[config.mk]
export PLATFORM = sky130hd
export DESIGN_NAME = dts_tx_formatter
export DESIGN_NICKNAME = d
export VERILOG_FILES = /design/src/rtl/dts_tx_formatter.sv
export SDC_FILE = /design/constraint.sdc
export NUM_CORES = 1
export LEC_CHECK = 0
export ABC_AREA = 0
export BUFFER_PORTS_ARGS = -buffer_cell sky130_fd_sc_hd__buf_2
export CAP_MARGIN = 40
export CORE_MARGIN = 4
export CORE_UTILIZATION = 45
export CTS_BUF_LIST = sky130_fd_sc_hd__clkbuf_8
export DETAILED_ROUTE_END_ITERATION = 10
export PLACE_DENSITY = 0.79
export SLEW_MARGIN = 10
export SYNTH_ARGS = -nofsm -noshare
export SYNTH_HDL_FRONTEND = slang
export SYNTH_SLANG_ARGS = --single-unit
[constraint.sdc]
create_clock -name clk_i -period 2.3 [get_ports clk_i]
set_input_delay 0.115 -clock clk_i [delete_from_list [all_inputs] [get_ports clk_i]]
set_output_delay 0.115 -clock clk_i [all_outputs]
set_load 0.03 [all_outputs]
[src/rtl/dts_tx_formatter.sv]
// DTS transmit framer: wraps 128-bit payload beats into continuous 160-bit frames
// carrying sync byte, PPS flags, fill flag, payload parity and a metaframe-aligned count.
module dts_tx_formatter #(
    parameter int         META_LEN  = 625000,
    parameter logic [7:0] SYNC_NORM = 8'hA5,
    parameter logic [7:0] SYNC_META = 8'h5A
) (
    input  logic         clk_i,
    input  logic         rst_i,
    input  logic         enable_i,
    input  logic         index_i,
    input  logic         one_sec_i,
    input  logic         ten_sec_i,
    input  logic [127:0] din_i,
    input  logic         din_valid_i,
    output logic         din_ready_o,
    output logic [159:0] dout_o,
    output logic         locked_o,
    output logic [15:0]  fill_cnt_o,
    output logic [15:0]  meta_err_cnt_o
);

    typedef enum logic {ALIGN = 1'b0, RUN = 1'b1} state_t;

    localparam logic [159:0] IDLE_FRAME = {SYNC_NORM, 4'b0010, 20'd0, 128'd0};
    localparam logic [19:0]  LAST_CNT   = 20'(META_LEN - 1);

    state_t         state_q, state_d;
    logic [19:0]    cnt_q, cnt_d;
    logic [159:0]   dout_q, dout_d;
    logic           locked_q;
    logic [15:0]    fill_q, fill_d;
    logic [15:0]    err_q, err_d;

    logic           beat;
    logic           wrap;
    logic [127:0]   payload;
    logic [1:0]     flags;
    logic [7:0]     sync;

    assign din_ready_o = (state_q == RUN);
    assign beat        = din_valid_i & din_ready_o;
    assign wrap        = (cnt_q == LAST_CNT);
    assign payload     = beat ? din_i : 128'd0;
    assign flags       = index_i ? {ten_sec_i, one_sec_i} : 2'b00;
    assign sync        = (cnt_d == 20'd0) ? SYNC_META : SYNC_NORM;

    always_comb begin
        state_d = state_q;
        cnt_d   = cnt_q;
        dout_d  = IDLE_FRAME;
        fill_d  = fill_q;
        err_d   = err_q;
        if (!enable_i) begin
            state_d = ALIGN;
            cnt_d   = 20'd0;
        end else if (state_q == ALIGN) begin
            cnt_d = 20'd0;
            if (index_i) begin
                state_d = RUN;
                dout_d  = {SYNC_META, flags, 1'b1, 1'b0, 20'd0, 128'd0};
            end
        end else begin
            // index resynchronises the counter; a mismatch between index and wrap is an error
            cnt_d = (index_i || wrap) ? 20'd0 : cnt_q + 20'd1;
            if ((index_i ^ wrap) && err_q != 16'hFFFF)
                err_d = err_q + 16'd1;
            if (!beat && fill_q != 16'hFFFF)
                fill_d = fill_q + 16'd1;
            dout_d = {sync, flags, ~beat, ^payload, cnt_d, payload};
        end
    end

    always_ff @(posedge clk_i) begin
        if (rst_i) begin
            state_q  <= ALIGN;
            cnt_q    <= 20'd0;
            dout_q   <= IDLE_FRAME;
            locked_q <= 1'b0;
            fill_q   <= 16'd0;
            err_q    <= 16'd0;
        end else begin
            state_q  <= state_d;
            cnt_q    <= cnt_d;
            dout_q   <= dout_d;
            locked_q <= (state_d == RUN);
            fill_q   <= fill_d;
            err_q    <= err_d;
        end
    end

    assign dout_o         = dout_q;
    assign locked_o       = locked_q;
    assign fill_cnt_o     = fill_q;
    assign meta_err_cnt_o = err_q;

endmodule
### After elaboration in Yosys (flattened, before gate mapping)

Cells that the tools add are included.

* register bits: 213
* bits in latches: 0
* RAM bits: 0
* ROM bits: 0
* output and inout bits: 194
* memories kept: 0

* add/sub/neg operators: 3
* multiply operators: 0
* div/mod/pow operators: 0
* order comparisons: 0
* eq/ne operators: 3
* shifts and indexed selects: 0
* muxes and demuxes: 10
* bitwise gates (word level): 4
* reduce and logical (&&, ||, !) cells: 9

Operators with widths (number)
* two-way mux 160 bit: 2
* two-way mux 128 bit: 1
* XOR reduction 128 bit: 1
* two-way mux 20 bit: 3
* adder 16 x 1 -> 16 bit, second input constant: 2
* != test 16 bit, second input constant: 2
* adder 20 x 1 -> 20 bit, second input constant: 1
* equality test 20 bit, second input constant: 1
* logical NOT 20 bit: 1
* two-way mux 8 bit: 1
* AND reduction 3 bit: 2
* logical AND 1 bit: 2
* two-way mux 1 bit: 2
* two-way mux 2 bit: 1
* NOT 1 bit: 2
* OR reduction 2 bit: 1
* AND 1 bit: 1
* logical NOT 1 bit: 1
* logical OR 1 bit: 1
* bitwise XOR 1 bit: 1

### Longest topological paths before layout

Gate-level depths: netlist (run 1).

* depth after elaboration: 8
* mapped depth: 12
* depth with buffers taken out: 11

### Worst setup path before layout (run 1)

No wires, ideal clock.

* path type: flip-flop to flip-flop
* start: register cnt_q[9]
* end: register err_q[13], in the netlist meta_err_cnt_o[13]
* arrival: 2386 ps
* data required time: 2172 ps
* path slack: -213 ps
* cell stages (with the launch flop): 13
* buffers on the path: 1
* period minus slack after synthesis: 2513 ps
* path through: dfxtp_1 -> clkbuf_1 -> nor4b_1 -> nand4_1 -> nor4_1 -> nand2_1 -> ha_1 -> nand3_1 -> a21o_1 -> nor4_1 -> nand4_1 -> xor2_1 -> nor2_1

* longest elaborated chain between the ends: 4

RTL lines
* start, declared: RTL line 29 `logic [19:0] cnt_q, cnt_d;`
* start signal, assigned: RTL line 84 `cnt_q <= cnt_d;`
* equality test 20 bit: RTL line 43 `assign wrap = (cnt_q == LAST_CNT);`
* bitwise XOR 1 bit: RTL line 66 `if ((index_i ^ wrap) && err_q != 16'hFFFF)`
* logical AND 1 bit: RTL line 66
* AND reduction 3 bit (no line)
* end signal, assigned: RTL line 88 `err_q <= err_d;`
* end, declared: RTL line 33 `logic [15:0] err_q, err_d;`

Every way passes these cells.
A chain may end at the register's enable or synchronous reset.

### Worst setup path in the final report (run 1)

* start: register cnt_q[18]
* end: register err_q[13], in the netlist meta_err_cnt_o[13]

The elaborated chain is that of the path after synthesis.

==> results.cfg, run 1 <==
[run_status]
outcome = complete, no violations

[worst_setup_path]
worstPathArrival_ns = 2.66
ff2ff_setup_slack_ns = 0.03
end_kind = flip-flop
r2r-start = cnt_q[18]
cp_max_fo = 5
critical_path_class = reg -> reg
required_ns = 2.69
cp-startpoint = cnt_q[18]
timing.critical_path.from_type = flip-flop

[place]
dp_hpwl_um = 17400
io_buffer_count = 328
post-place-ws_ns = -0.0257
gp_congestion = 0.884
place_area_sq_mm = 0.00976

[clock_network]
clkTransAtPathRegs_ns = 0.06
clockBufferDepth = 3
cts_tree = done
worstSkewPairLatency_ns = 0.53
clkSinkCount = 207
cts-htree-levels = 2
numCtsBuffers = 34
ctsRootBufferMaster = clkbuf_8

[grt]
use_met2_pct = 48.0
grt_overflow_total = 0
grtUsageMet3_pct = 7.62
antenna_found_initial = 2
grt_pass1_vias = 8187
met1_usage_pct = 31.4
track_usage_pct = 28.2
grt-busiest-layer = met2
grt_pass1_wl_um = 44100
grt_start_max_net_pins = 94

[hold_path]
hp-class = in -> reg
hp-start = rst_i

[yosys]
synth_ff_type = dfxtp_1
ys_seq_area_share_pct = 53.1
async_reset_ff_share_pct = 0
syn_inst = 777
yosysUniqueCellTypes = 44
yosys_register_bits = 207
syn_area_per_cell_sq_um = 10.0
syn-num-nets = 916
ys_warn_count = 0
synth_edf_count = 0
synth.cell_area_sq_mm = 0.00780

[timing]
min_period_ns = 2.27
timing.hold.ws_ns = 0.0964
fmax_mhz = 440
tns_ns = 0
rsz0062_at_grt = yes
finalHoldViolCount = 0
worst_pin_slew_ns = 0.763
finalCritPeriodShare_pct = 98.8
clock_skew_ns = 0.0237
layout_setup_ws_ns = 0.0266
max_slew_margin_pct = 49.1
setup_viol = 0
report.final.slew_viol_count = 0

[cells_and_area]
drive_gt1_share_pct = 33.0
finalInstanceArea_sq_mm = 0.0119
final_nets = 1395
final_cell_mix = 328 x buf_2, 206 x dfxtp_1, 137 x and3_1, 134 x dlygate4sd3_1, 126 x xnor2_1
final_common_cell = buf_2
syn_to_final_growth_pct = 52.0

[floorplanning]
dieWidth_um = 140
die_area_sq_mm = 0.0195
io_pins = 329
initial_core_util_pct = 46.5
die_h_um = 140
design.core.area_sq_mm = 0.0168
num_rows = 47

[drt]
via_per_inst = 5.09
drcViolationCount = 0
num_vias = 7658
wl_um = 28700
wl_per_cell_um = 19.1
antenna_left = 0
drt_iter0_drc = 539
drt-pass1-iter-count = 5

[flow_run]
cap_viol_max_count = 0

[pwr]
p_per_area_mw_per_mm2 = 695
fin_total_pwr_mw = 8.24
ir_worst_vdd_v = 0.000471
p_leak_nw = 5.91
path summary, 6_finish.rpt:
check | end | cells past startpoint
setup / recovery | meta_err_cnt_o[13] | 11
hold / removal | locked_o | 4
setup reg to reg | meta_err_cnt_o[13] | 11
hold reg to reg | meta_err_cnt_o[1] | 2
critical path, stage by stage, from the launching register on:
cell and delay [ns]:
dfxtp_2 0.33, nor4b_4 0.27, nand4_1 0.11, nor4_1 0.17
nand2_1 0.13, ha_4 0.29, nand3_4 0.07, a21o_4 0.23
nor4_4 0.19, nand4_1 0.15, xor2_1 0.16, nor2_1 0.05
what timing repair did:
item / 4_1_cts / 5_1_grt
hold buffers: 134 / 0
gates cloned: 0 / 0
endpoints found under the hold margin: 132 / 0
endpoints found under the setup margin: 4 / 16
buffers inserted: 0 / 0
gates resized for setup: 2 / 12
pin swaps: 0 / 4
sequential cells by signal, indices dropped and copies added, names as in the netlist:
name / flops
locked_o: 1
dout_o: 154
meta_err_cnt_o: 16
cnt_q: 20
fill_cnt_o: 16
routing by layer:
metal	vias to the layer above	part of all wire (%)
met5	-	0
met4	0	6.3
met3	119	8.5
met2	417	49
met1	3586	36
li1	3536	-
report_power, final:
part / switching [mW] / internal (mW) / total [mW]
logic: 0.692 / 0.765 / 1.46
registers: 0.0102 / 3.61 / 3.62
clock network: 1.48 / 1.68 / 3.17
total: 2.18 / 6.06 / 8.24
area by class of cell:
type / instances / area, sq um
antenna: 4 / 10.0
sequential: 207 / 4150
clock inverter: 17 / 76.3
timing repair buffer: 491 / 3210
inverter: 5 / 18.8
fill: 1144 / 4910
clock buffer: 43 / 592
multi-input combinational: 517 / 3520
tap: 220 / 275
cell usage after synthesis (all sizes together), types with 2 or more instances:
master | number | area share (%)
a21oi | 6 | 0.39
a31oi | 3 | 0.24
and3 | 137 | 11
and4 | 2 | 0.22
buf | 11 | 0.90
clkbuf | 37 | 1.8
dfxtp | 207 | 53
ha | 4 | 0.64
inv | 5 | 0.24
nand2 | 32 | 1.6
nand3 | 16 | 1.0
nand4 | 15 | 1.2
nor2 | 87 | 4.3
nor2b | 4 | 0.32
nor3 | 7 | 0.45
nor4 | 3 | 0.24
nor4b | 2 | 0.22
o21ai | 6 | 0.43
or3 | 4 | 0.45
xnor2 | 126 | 14
xor2 | 47 | 5.3
cell families (layout without fill, tap and decap cells):
logic type	count (synthesis)	after routing	share of synthesized area (%)
AO/OA/AOI/OAI	24	24	2.13
XOR/XNOR	173	173	19.4
adder cells (fa/ha/maj)	4	4	0.642
buffers and inverters	53	556	2.92
flip-flops	207	207	53.1
multiplexers	1	1	0.128
other	0	4	0
AND/OR/NAND/NOR	315	315	21.6
stage by stage:
stage / instances / util (%)
after global routing: 1502 / 70.7
final: 1504 / 70.7
after floorplan: 777 / -
after CTS: 1500 / 70.3
after detailed placement: 1306 / 58.2
after global placement: 1306 / 58.2
No activity file was read; power rests on OpenSTA's default activity.
==> inputs of run 2 (changes only) <==
--- a/config.mk
+++ b/config.mk
@@ -8,11 +8,12 @@
 export ABC_AREA = 0
 export BUFFER_PORTS_ARGS = -buffer_cell sky130_fd_sc_hd__buf_2
 export CAP_MARGIN = 40
-export CORE_MARGIN = 4
-export CORE_UTILIZATION = 45
+export CELL_PAD_IN_SITES_DETAIL_PLACEMENT = 1
+export CELL_PAD_IN_SITES_GLOBAL_PLACEMENT = 1
+export CORE_UTILIZATION = 33
 export CTS_BUF_LIST = sky130_fd_sc_hd__clkbuf_8
 export DETAILED_ROUTE_END_ITERATION = 10
-export PLACE_DENSITY = 0.79
+export PLACE_DENSITY_LB_ADDON = 0.1
 export SLEW_MARGIN = 10
 export SYNTH_ARGS = -nofsm -noshare
 export SYNTH_HDL_FRONTEND = slang
==> results.cfg, run 2 (synthesis results as in run 1) <==
[worst_setup_path]
worstPathArrival_ns = 2.74
end_kind = flip-flop
cp_max_fo = 4
timing.critical_path.from_type = flip-flop
required_ns = 2.74
critical_path_class = reg -> reg

[drt]
wl_um = 27000
num_vias = 7290
antenna_left = 0
drt-pass1-iter-count = 4
via_per_inst = 4.53
wl_per_cell_um = 16.8
drt_iter0_drc = 260
drcViolationCount = 0

[timing]
max_slew_margin_pct = 57.6
worst_pin_slew_ns = 0.635
rsz0062_at_grt = yes
min_period_ns = 2.30
report.final.slew_viol_count = 0
clock_skew_ns = 0.00917
layout_setup_ws_ns = 0.000447
finalCritPeriodShare_pct = 100
finalHoldViolCount = 0
setup_viol = 0
fmax_mhz = 435

[cells_and_area]
final_cell_mix = 328 x buf_2, 206 x dfxtp_1, 137 x and3_1, 133 x dlygate4sd3_1, 125 x xnor2_1
drive_gt1_share_pct = 34.6
fill_cells = 2656
diodes = 0
final_nets = 1407
fin_cells = 1610
finalInstanceArea_sq_mm = 0.0122
largest_reg_flops = 154
final_common_cell = buf_2
syn_to_final_growth_pct = 56.5

[floorplanning]
dieWidth_um = 156
die_h_um = 156
num_rows = 55
initial_core_util_pct = 34.0
io_pins = 329
die_area_sq_mm = 0.0242
design.core.area_sq_mm = 0.0229

[place]
place_area_sq_mm = 0.00993
post-place-ws_ns = -0.113
dp.cells = 1405
io_buffer_count = 328
dp_hpwl_um = 18000
gp_congestion = 0.814

[clock_network]
cts-htree-levels = 2
numCtsBuffers = 39
clockBufferDepth = 3
worstSkewPairLatency_ns = 0.52
clkSinkCount = 207
clkTransAtPathRegs_ns = 0.06
cts_tree = done
ctsRootBufferMaster = clkbuf_8

[pwr]
p_per_area_mw_per_mm2 = 725
intPower_mw = 6.59
pwr-share-comb_pct = 16.2
power.switching_mw = 2.26
seq_power_share_pct = 40.9
ir_worst_vdd_v = 0.000437
p_leak_nw = 6.02
p_sw_share_pct = 25.5
clockPowerShare_pct = 42.9

[grt]
grt_pass1_wl_um = 41300
antenna_found_initial = 0
grt_pass1_vias = 7918
track_usage_pct = 21.8
grt_start_max_net_pins = 86
grt_overflow_total = 0

[run_status]
outcome = complete, no violations

[flow_run]
cap_viol_max_count = 0

[hold_path]
hp-class = in -> reg
-- run 2: cell count changes in the layout (fill, tap and decap cells not counted), moves of 2 or more --
cell        delta
clkinvlp_4     -2
clkbuf_8       +8
buf_4          +6
inv_1          -7
bufinv_16      +2
diode_2        -4
clkinv_2      +10
-- run 2: final cells by class --
class / instances / area [sq um] / share of cell area (%)
inverter: 5 / 18.8 / 0.154
multi-input combinational: 517 / 3530 / 28.9
clock inverter: 19 / 136 / 1.12
timing repair buffer: 498 / 3280 / 26.9
sequential: 207 / 4150 / 34.0
tap: 313 / 392 / 3.21
clock buffer: 51 / 702 / 5.75
-- run 2: power groups by stage --
stage | Clock (mW) | Sequential, mW | Combinational (mW)
after floorplan | 0 | 3.74 | 0.853
after global placement | 0 | 3.70 | 1.25
after detailed placement | 0 | 3.70 | 1.26
after CTS | 3.91 | 3.62 | 1.45
after global routing | 4.09 | 3.62 | 1.57
final | 3.79 | 3.62 | 1.44
-- run 2: critical path: stages (launching register included) --
cell and delay (ns):
dfxtp_2 0.33, nor4b_4 0.27, nand4_1 0.14, nor4_2 0.14
nand2_1 0.13, ha_4 0.29, nand3_4 0.07, buf_4 0.15
nor2_1 0.08, nand2_1 0.12, or3_1 0.36, a21oi_1 0.14
-- run 2: timing repair --
action	4_1_cts	5_1_grt
resized for setup	10	6
endpoints found under the hold margin	131	0
pin swaps	4	3
setup buffers	1	1
hold buffers	133	0
cloned	0	0
setup endpoints to repair	11	16
-- run 2: path summary, 6_finish.rpt --
kind | from | endpoint | slack, ns | cells past startpoint
max | cnt_q[17] | meta_err_cnt_o[14] | 0.0004 | 11
min | rst_i | locked_o | 0.09 | 4
max reg2reg | cnt_q[17] | meta_err_cnt_o[14] | 0.0004 | 11
min reg2reg | fill_cnt_o[4] | fill_cnt_o[4] | 0.54 | 2
-- run 2: metrics by stage --
stage | power (mW) | hold WS (ns) | utilization, % | TNS, ns
after CTS | 8.98 | 0.0429 | 53.1 | -0.0287
after detailed placement | 4.95 | 0.344 | 43.3 | -0.455
after global routing | 9.28 | 0.118 | 53.3 | -1.13
after global placement | 4.95 | 0.344 | 43.3 | -0.0321
final | 8.85 | 0.0856 | 53.3 | 0
after floorplan | 4.59 | 0.261 | - | 0
-- run 2: metal layers --
metal  global-route usage, %  up-vias  routed length [um]  share of wire [%]
met5                       0        -                   0                  0
met4                    10.2        0                1110                4.1
met1                    23.6     3426               10700                 39
li1                        -     3558                   -                  -
met3                    6.28       72                1640                6.1
met2                    39.2      234               13600                 50
